===== config.mk =====
export PLATFORM = sky130hd
export DESIGN_NAME = obstacle_scroller_flat
export DESIGN_NICKNAME = d
export VERILOG_FILES = /design/src/rtl/obstacle_scroller_if.sv /design/src/rtl/obstacle_scroller.sv /design/src/flat_wrapper.sv
export SDC_FILE = /design/constraint.sdc
export NUM_CORES = 1
export LEC_CHECK = 0
export BUFFER_PORTS_ARGS = -buffer_cell sky130_fd_sc_hd__buf_2
export CAP_MARGIN = 20
export CORE_ASPECT_RATIO = 0.5
export CORE_MARGIN = 10
export CORE_UTILIZATION = 45
export DETAILED_ROUTE_END_ITERATION = 8
export PLACE_DENSITY = 0.67
export SLEW_MARGIN = 15
export SYNTH_ARGS = -nofsm -noshare
export SYNTH_HDL_FRONTEND = slang
export SYNTH_SLANG_ARGS = --single-unit

===== constraint.sdc =====
create_clock -name FrameClk -period 2.9 [get_ports FrameClk]
set_clock_uncertainty 0.1 [all_clocks]
set_input_delay 0.29 -clock FrameClk [delete_from_list [all_inputs] [get_ports FrameClk]]
set_output_delay 0.29 -clock FrameClk [all_outputs]
set_load 0.05 [all_outputs]

===== src/rtl/obstacle_scroller_if.sv =====
// Obstacle scroller bundle: game state and sprite widths in,
// per-slot positions, types, flags and event pulses out.
interface obstacle_scroller_if #(
    parameter int N_OBS = 3,
    parameter int XW    = 12
);
    logic [1:0]          gameState;
    logic [N_OBS*8-1:0]  obs_w;
    logic [N_OBS*XW-1:0] obs_x;
    logic [N_OBS-1:0]    obs_active;
    logic [N_OBS*2-1:0]  obs_type;
    logic                spawn_pulse;
    logic                retire_pulse;

    modport master (
        output gameState, obs_w,
        input  obs_x, obs_active, obs_type,
        input  spawn_pulse, retire_pulse
    );

    modport slave (
        input  gameState, obs_w,
        output obs_x, obs_active, obs_type,
        output spawn_pulse, retire_pulse
    );
endinterface


===== src/rtl/obstacle_scroller.sv =====
// Per-frame obstacle scroller: moves active slots left, retires
// slots that leave the screen, spawns new ones on an LFSR-spaced gap.
module obstacle_scroller #(
    parameter int          N_OBS     = 3,
    parameter int          XW        = 12,
    parameter int          SCREEN_W  = 640,
    parameter int          DX        = 5,
    parameter int          MIN_GAP   = 160,
    parameter logic [15:0] LFSR_SEED = 16'hACE1
) (
    input logic FrameClk,
    input logic rst,
    obstacle_scroller_if.slave bus
);
    localparam logic [1:0]    GS_IDLE  = 2'b00;
    localparam logic [1:0]    GS_RUN   = 2'b01;
    localparam logic [15:0]   SEED     = (LFSR_SEED == 16'h0000) ?
                                         16'h0001 : LFSR_SEED;
    localparam logic [XW-1:0] X_SPAWN  = XW'(SCREEN_W);
    localparam logic [XW-1:0] STEP     = XW'(DX);
    localparam logic [XW-1:0] GAP_BASE = XW'(MIN_GAP);

    logic [N_OBS-1:0][XW-1:0] x_q, x_d;
    logic [N_OBS-1:0][1:0]    type_q, type_d;
    logic [N_OBS-1:0]         act_q, act_d;
    logic [XW-1:0]            gap_cnt_q, gap_cnt_d;
    logic [15:0]              lfsr_q, lfsr_d;
    logic                     spawn_q, spawn_d;
    logic                     retire_q, retire_d;

    logic [N_OBS-1:0] free_v;
    logic [N_OBS-1:0] spawn_sel;
    logic             do_spawn;
    logic [XW-1:0]    nx;
    logic [XW:0]      reach;
    logic [15:0]      lfsr_nx;
    logic             fb;

    // Lowest free slot as a one-hot mask (isolate lowest set bit).
    assign free_v    = ~act_q;
    assign spawn_sel = free_v & (~free_v + N_OBS'(1));
    assign do_spawn  = (gap_cnt_q == '0) && (|free_v);

    assign fb      = lfsr_q[15] ^ lfsr_q[13] ^ lfsr_q[12] ^ lfsr_q[10];
    assign lfsr_nx = {lfsr_q[14:0], fb};

    always_comb begin
        x_d       = x_q;
        type_d    = type_q;
        act_d     = act_q;
        gap_cnt_d = gap_cnt_q;
        lfsr_d    = lfsr_q;
        spawn_d   = 1'b0;
        retire_d  = 1'b0;
        nx        = '0;
        reach     = '0;
        case (bus.gameState)
            GS_RUN: begin
                for (int i = 0; i < N_OBS; i++) begin
                    if (act_q[i]) begin
                        nx     = x_q[i] - STEP;
                        x_d[i] = nx;
                        // Right edge after the move, one bit wider.
                        reach  = {nx[XW-1], nx} +
                                 {{(XW-7){1'b0}}, bus.obs_w[i*8 +: 8]};
                        if (reach[XW] || reach == '0) begin
                            act_d[i] = 1'b0;
                            retire_d = 1'b1;
                        end
                    end
                end
                if (do_spawn) begin
                    for (int i = 0; i < N_OBS; i++) begin
                        if (spawn_sel[i]) begin
                            x_d[i]    = X_SPAWN;
                            type_d[i] = lfsr_q[1:0];
                            act_d[i]  = 1'b1;
                        end
                    end
                    gap_cnt_d = GAP_BASE + {{(XW-7){1'b0}}, lfsr_q[8:2]};
                    spawn_d   = 1'b1;
                end else begin
                    gap_cnt_d = (gap_cnt_q > STEP) ? gap_cnt_q - STEP : '0;
                end
                lfsr_d = (lfsr_nx == 16'h0000) ? 16'h0001 : lfsr_nx;
            end
            GS_IDLE: begin
                x_d       = {N_OBS{X_SPAWN}};
                type_d    = '0;
                act_d     = '0;
                gap_cnt_d = '0;
            end
            default: begin
            end
        endcase
    end

    always_ff @(posedge FrameClk or posedge rst) begin
        if (rst) begin
            x_q       <= {N_OBS{X_SPAWN}};
            type_q    <= '0;
            act_q     <= '0;
            gap_cnt_q <= '0;
            lfsr_q    <= SEED;
            spawn_q   <= 1'b0;
            retire_q  <= 1'b0;
        end else begin
            x_q       <= x_d;
            type_q    <= type_d;
            act_q     <= act_d;
            gap_cnt_q <= gap_cnt_d;
            lfsr_q    <= lfsr_d;
            spawn_q   <= spawn_d;
            retire_q  <= retire_d;
        end
    end

    assign bus.obs_x        = x_q;
    assign bus.obs_type     = type_q;
    assign bus.obs_active   = act_q;
    assign bus.spawn_pulse  = spawn_q;
    assign bus.retire_pulse = retire_q;
endmodule


===== src/flat_wrapper.sv =====
// flat-port wrapper written by rule: the top's interface ports become plain ports
module obstacle_scroller_flat 
#(
    parameter int          N_OBS     = 3,
    parameter int          XW        = 12,
    parameter int          SCREEN_W  = 640,
    parameter int          DX        = 5,
    parameter int          MIN_GAP   = 160,
    parameter logic [15:0] LFSR_SEED = 16'hACE1
)
  (FrameClk, rst, bus_gameState, bus_obs_w, bus_obs_x, bus_obs_active, bus_obs_type, bus_spawn_pulse, bus_retire_pulse);
  obstacle_scroller_if #(.N_OBS(N_OBS), .XW(XW)) bus_i ();
  input logic FrameClk;
  input logic rst;
  input wire logic [$bits(bus_i.gameState)-1:0] bus_gameState;
  input wire logic [$bits(bus_i.obs_w)-1:0] bus_obs_w;
  output wire logic [$bits(bus_i.obs_x)-1:0] bus_obs_x;
  output wire logic [$bits(bus_i.obs_active)-1:0] bus_obs_active;
  output wire logic [$bits(bus_i.obs_type)-1:0] bus_obs_type;
  output wire logic [$bits(bus_i.spawn_pulse)-1:0] bus_spawn_pulse;
  output wire logic [$bits(bus_i.retire_pulse)-1:0] bus_retire_pulse;
  assign bus_i.gameState = bus_gameState;
  assign bus_i.obs_w = bus_obs_w;
  assign bus_obs_x = bus_i.obs_x;
  assign bus_obs_active = bus_i.obs_active;
  assign bus_obs_type = bus_i.obs_type;
  assign bus_spawn_pulse = bus_i.spawn_pulse;
  assign bus_retire_pulse = bus_i.retire_pulse;
  obstacle_scroller #(.N_OBS(N_OBS), .XW(XW), .SCREEN_W(SCREEN_W), .DX(DX), .MIN_GAP(MIN_GAP), .LFSR_SEED(LFSR_SEED)) u_core (.FrameClk(FrameClk), .rst(rst), .bus(bus_i));
endmodule

Word level (Yosys, flattened, before mapping)
Index checks and enable logic that the tools add are counted.
Storage, ports and cells
  flip-flop bits (word level): 75
  input bits: 28
  output and inout port bits: 47
  word-level logic and storage cells: 84
Operators by class
  add/subtract/negate cells: 9
  $lt $le $gt $ge: 1
  equality and inequality tests: 5
  multiplexer cells: 37
  bitwise operators: 6
  reductions and logical operators: 15
Operator list (count)
  12-bit 2-to-1 mux: 8
  36-bit case mux with 2 select lines: 1
  12-bit by 3-bit subtractor with 12-bit output (second input constant): 4
  12-bit by 9-bit adder with 13-bit output: 3
  13-bit logical NOT: 3
  36-bit 2-to-1 mux: 1
  12-bit case mux with 2 select lines: 1
  1-bit 2-to-1 mux: 18
  16-bit logical NOT: 1
  16-bit 2-to-1 mux: 1
  12-bit by 3-bit greater-than comparator with 1-bit output (second input constant): 1
  12-bit logical NOT: 1
  6-bit case mux with 2 select lines: 1
  8-bit by 7-bit adder with 9-bit output (first input constant): 1
  3-bit AND reduction: 3
  2-bit by 1-bit != test with 1-bit output (second input constant): 4
  2-bit 2-to-1 mux: 3
  6-bit 2-to-1 mux: 1
  3-bit inverter: 2
  3-bit case mux with 2 select lines: 1
  3-bit by 1-bit adder with 3-bit output (second input constant): 1
  3-bit AND: 1
  1-bit logical OR: 3
  3-bit 2-to-1 mux: 1
  6 further kinds: 8

Logic depth before layout (Yosys ltp)
  word-level depth: 11
  depth in mapped cells: 16
  depth with buffers taken out: 15

Worst setup path before layout
OpenSTA, ideal clock, no wires.
  path kind: register -> register
  start: register u_core.x_q, in the netlist u_core.bus.obs_x[0]
  end: register u_core.retire_q, in the netlist u_core.bus.retire_pulse
  library setup time: 75 ps
  data arrival time: 3370 ps
  data required time: 2725 ps
  setup slack: -645 ps
  cell stages (with the launch flop): 14
  buffers on the path: 0
  clock period less this slack: 3545 ps
  cells stage by stage: dfrtp_1 -> inv_1 -> ha_1 -> nor2b_1 -> nor2_1 -> xor2_1 -> ha_1 -> o21ai_0 -> a21oi_1 -> a21o_1 -> a2111oi_0 -> nand3_1 -> a41o_1 -> o21ai_2
Between the ends
  cells in the longest elaborated chain, start to end: 11
RTL lines
  start: declaration: RTL line obstacle_scroller.sv:23  | logic [N_OBS-1:0][XW-1:0] x_q, x_d;
  start signal: assignment: RTL line obstacle_scroller.sv:100  | x_q <= {N_OBS{X_SPAWN}};
  12-bit by 3-bit subtractor with 12-bit output *: RTL line obstacle_scroller.sv:61  | nx = x_q[i] - STEP;
  12-bit by 9-bit adder with 13-bit output *: RTL line obstacle_scroller.sv:64  | reach = {nx[XW-1], nx} +
  13-bit logical NOT: RTL line obstacle_scroller.sv:66  | if (reach[XW] || reach == '0) begin
  1-bit logical OR *: RTL line obstacle_scroller.sv:66
  1-bit 2-to-1 mux *: RTL line obstacle_scroller.sv:66
  1-bit 2-to-1 mux *: RTL line obstacle_scroller.sv:60  | if (act_q[i]) begin
  1-bit 2-to-1 mux: RTL line obstacle_scroller.sv:66
  1-bit 2-to-1 mux *: RTL line obstacle_scroller.sv:60
  1-bit 2-to-1 mux: RTL line obstacle_scroller.sv:66
  1-bit 2-to-1 mux *: RTL line obstacle_scroller.sv:60
  1-bit 2-to-1 mux *: RTL line obstacle_scroller.sv:57  | case (bus.gameState)
  via u_core.retire_d: RTL line obstacle_scroller.sv:29  | logic retire_q, retire_d;
  end signal: assignment: RTL line obstacle_scroller.sv:114  | retire_q <= retire_d;
  end: declaration: RTL line obstacle_scroller.sv:29
Mark *: on every way through the listed nets, which the timed path passes. The rest lies on a longest branch.
A chain may end at the register's enable or synchronous reset.

Final worst setup path
  start: register u_core.x_q, in the netlist u_core.bus.obs_x[1]
  end: register u_core.retire_q, in the netlist u_core.bus.retire_pulse
Same word-level chain as after synthesis.

==> results.tsv <==
stage	metric	value	unit
run_status	outcome	complete, but fails checks	
run_status	violations	hold timing, setup timing	
synthesis	synth_top_family_by_area	simple AND/OR/NAND/NOR gates	
finish	design_area	7380	µm²
critical_path	endpoint_kind	flop	
finish	fin_util	62.5	%
global_route	grt_start_max_net_pins	43	
power	power	8100	µW
finish	nFillCells	975	
power	power.density	1100	nW/µm²
synthesis	synth_ff_type	dfrtp_1	
sta	slew_violations	0	
route	via_per_inst	5.63	
global_route	track_usage	17.8	%
synthesis	yosys.area_share.adder	9.16	%
finish	instances_no_fill	963	
clock_network	cts.path.max_buffers	2	
power	p_leak	0.00334	µW
critical_path	cpPeakStageDelay	0.43	ns
critical_path	crit_slowest_cell	dfrtp_2	
critical_path	crit_required	3.07	ns
job	maxCapViolations	0	
clock_network	clk_pin_slew	0.06	ns
synthesis	synth-compound-area-share	21.9	%
synthesis	synth_fp_nets	710	
finish	syn2layout_area_growth	35.8	%
clock_network	cts_tree	built	
route	drc_errors	0	
critical_path	path_class	reg2reg	
clock_network	cts_inserted_buffers	9	
route	drt_first_pass_iters	5	
critical_path	critPathLaunchType	flop	
clock_network	clk_latency	0.34	ns
placed_design	dp_slack	-0.305	ns
die	num_rows	28	
global_route	grt_pass1_wl	25800	µm
finish	nNetsFinal	859	
sta	setup_slack	-0.125	ns
route	via_count	5419	
synthesis	syn_area_per_cell	8.44	µm²
synthesis	ys_async_sr_fraction	100	%
placed_design	dpl_cell_area	6650	µm²
critical_path	crit_path_cell_trace	o21ai_2 > nand2b_1 > nor4_2 > xnor2_1 > buf_4 > buf_4 > ha_1 > a21o_1 > a2111oi_4 > nand3_2 > a41o_1 > o21ai_2	
die	die_y	97.7	µm
synthesis	synth_most_common_cell	nand2_1	
finish	multiInputGateArea	3770	µm²
placed_design	gp_congestion	0.893	
synthesis	synth-seq-cells	75	
sta	relSlewSlack	49.4	%
placed_design	dp.cells	935	
placed_design	dp_hpwl	11400	µm
power	vdd_ir_drop_max	0.000867	V
sta	hold_ws	-0.0189	ns
synthesis	ys_types	68	
die	io_pins	75	
route	drt_iter0_drc	400	
sta	setup_viol	3	
finish	drive_gt1_share	36.8	%
critical_path	cp.arrival	3.19	ns
route	wire_per_inst	16.4	µm
synthesis	yosysSeqAreaShare	34.8	%
synthesis	syn_inst	644	
sta	tightest_slew	0.757	ns
synthesis	post-synth-top-area-cell	dfrtp_1	
clock_network	htreeDepth	3	
global_route	first_global_vias	5242	
die	die_w	175	µm
global_route	grt.overflow.total	0	
critical_path	crit_family	compound AO/OA/AOI/OAI gates	
synthesis	synth_common_cells	nand2_1, dfrtp_1, o21ai_0	
worst_hold_path	min_path_type	in2async	
die	initial_utilization	46.1	%
global_route	antenna_found_initial	0	
sta	grt_setup_unrepaired	true	
finish	seqCellArea	1910	µm²
synthesis	synthXorXnorAreaFrac	6.93	%
synthesis	synth.area.top_cells	dfrtp_1, ha_1, dfstp_2	
clock_network	root_buffer	clkbuf_16	
route	ant_nets	0	
clock_network	clock_sinks	75	
finish	diodes	0	
synthesis	muxShareOfSynthArea	0.759	%
sta	finalCritPeriodShare	104	%
synthesis	synth-warning-count	0	
critical_path	crit_fanout	4	
synthesis	synth_edf_count	0	
sta	hold_viol	12	
sta	fmax	331	MHz
die	coreArea	11800	µm²
sta	min_period	3.03	ns
route	drt_wl_total	15800	µm
synthesis	yosys.area_share.simple	22.2	%
synthesis	synth_top_area_share	28.1	%
die	dieArea	17100	µm²
placed_design	port_buffers	74	
critical_path	crit_buf_inv	2	
synthesis	synth_area	5440	µm²
-- worst reg2reg max path: cells and delay by family (launching register included) --
family                   cells  cell delay [ns]
AO/OA/AOI/OAI                5             1.08
XOR/XNOR                     1             0.14
adder cells (fa/ha/maj)      1             0.30
buffers and inverters        2             0.27
flip-flops                   1             0.43
AND/OR/NAND/NOR              3             0.62
-- cell type report --
class,count,area share [%]
clock buffer,10,3.24
clock inverter,6,0.864
inverter,32,1.63
multi-input combinational,509,51.0
sequential,75,25.8
tap,165,2.80
timing repair buffer,166,14.6
-- path summary, 6_finish.rpt --
kind	endpoint	cells past startpoint	slack, ns	from
max	u_core.bus.retire_pulse$_DFF_PP0_	12	-0.13	u_core.bus.obs_x[1]$_DFFE_PP0P_
min	u_core.bus.obs_x[26]$_DFFE_PP0P_	2	-0.02	rst
max reg2reg	u_core.bus.retire_pulse$_DFF_PP0_	12	-0.13	u_core.bus.obs_x[1]$_DFFE_PP0P_
min reg2reg	u_core.lfsr_q[15]$_DFFE_PP1P_	2	0.36	u_core.lfsr_q[15]$_DFFE_PP1P_
max in group asynchronous	u_core.lfsr_q[10]$_DFFE_PP1P_	3	1.98	rst
min in group FrameClk	u_core.gap_cnt_q[7]$_DFFE_PP0P_	4	0.26	bus_gameState[1]
-- kinds of logic after synthesis --
group	Yosys count
AOI/OAI and AO/OA	181
xor gates and xnor gates	43
adders and majority gates	38
buffers and inverters	60
DFF	75
muxes	4
and+or+nand+nor	243
-- power breakdown --
part	switching (µW)	internal [µW]	total [µW]
clock network	459	690	1150
registers	326	1330	1650
logic	2870	2430	5300
-- metal layers --
metal	global-route usage, %	vias to the layer above	wire length [µm]
met3	3.96	10	863
met5	0	-	0
li1	-	2639	-
met2	28.3	129	7350
met4	3.76	0	124
met1	24.3	2641	7440
-- per-stage QoR --
stage                     setup TNS [ns]  hold WS [ns]
final                             -0.282       -0.0189
after global routing              -0.731        0.0463
after CTS                        -0.0672        0.0146
after detailed placement          -0.523         0.356
after global placement            -0.433         0.356
after floorplan                   -0.118         0.344
-- sequential cells by signal (all words and copies together) (netlist names) --
register / flops
u_core.bus.spawn_pulse: 1
u_core.gap_cnt_q: 12
u_core.bus.obs_type: 6
u_core.lfsr_q: 16
u_core.bus.retire_pulse: 1
u_core.bus.obs_active: 3
u_core.bus.obs_x: 36
-- layout by cell type (no fill, tap or decap), drive strengths merged, types with 3 or more instances in the layout --
cell type and n:
o21ai 55, o221ai 4, nor2b 7, nor3 19, o22ai 6, or4 8, and2 4, nand2 94
o211ai 5, and3 4, a32o 6, nor4 8, clkinv 3, a21o 9, a21oi 34, a31o 3
a32oi 4, dfrtp 61, dfstp 14, ha 35, nand3 14, a22o 4, xnor2 25, o41ai 5
inv 32, or3 6, fa 3, xor2 18, nand4 5, a211oi 5, mux2i 3, nand2b 9
o31ai 9, buf 166, nor2 49, or2 5, a31oi 10, nand3b 3, clkbuf 10
-- repair_timing --
item | CTS | global route
pin swaps | 7 | 15
hold buffers | 0 | 0
endpoints found under the hold margin | 0 | 0
resized for setup | 27 | 32
setup buffers | 6 | 6
setup endpoints to repair | 4 | 4
No activity file was read; power rests on OpenSTA's default activity.
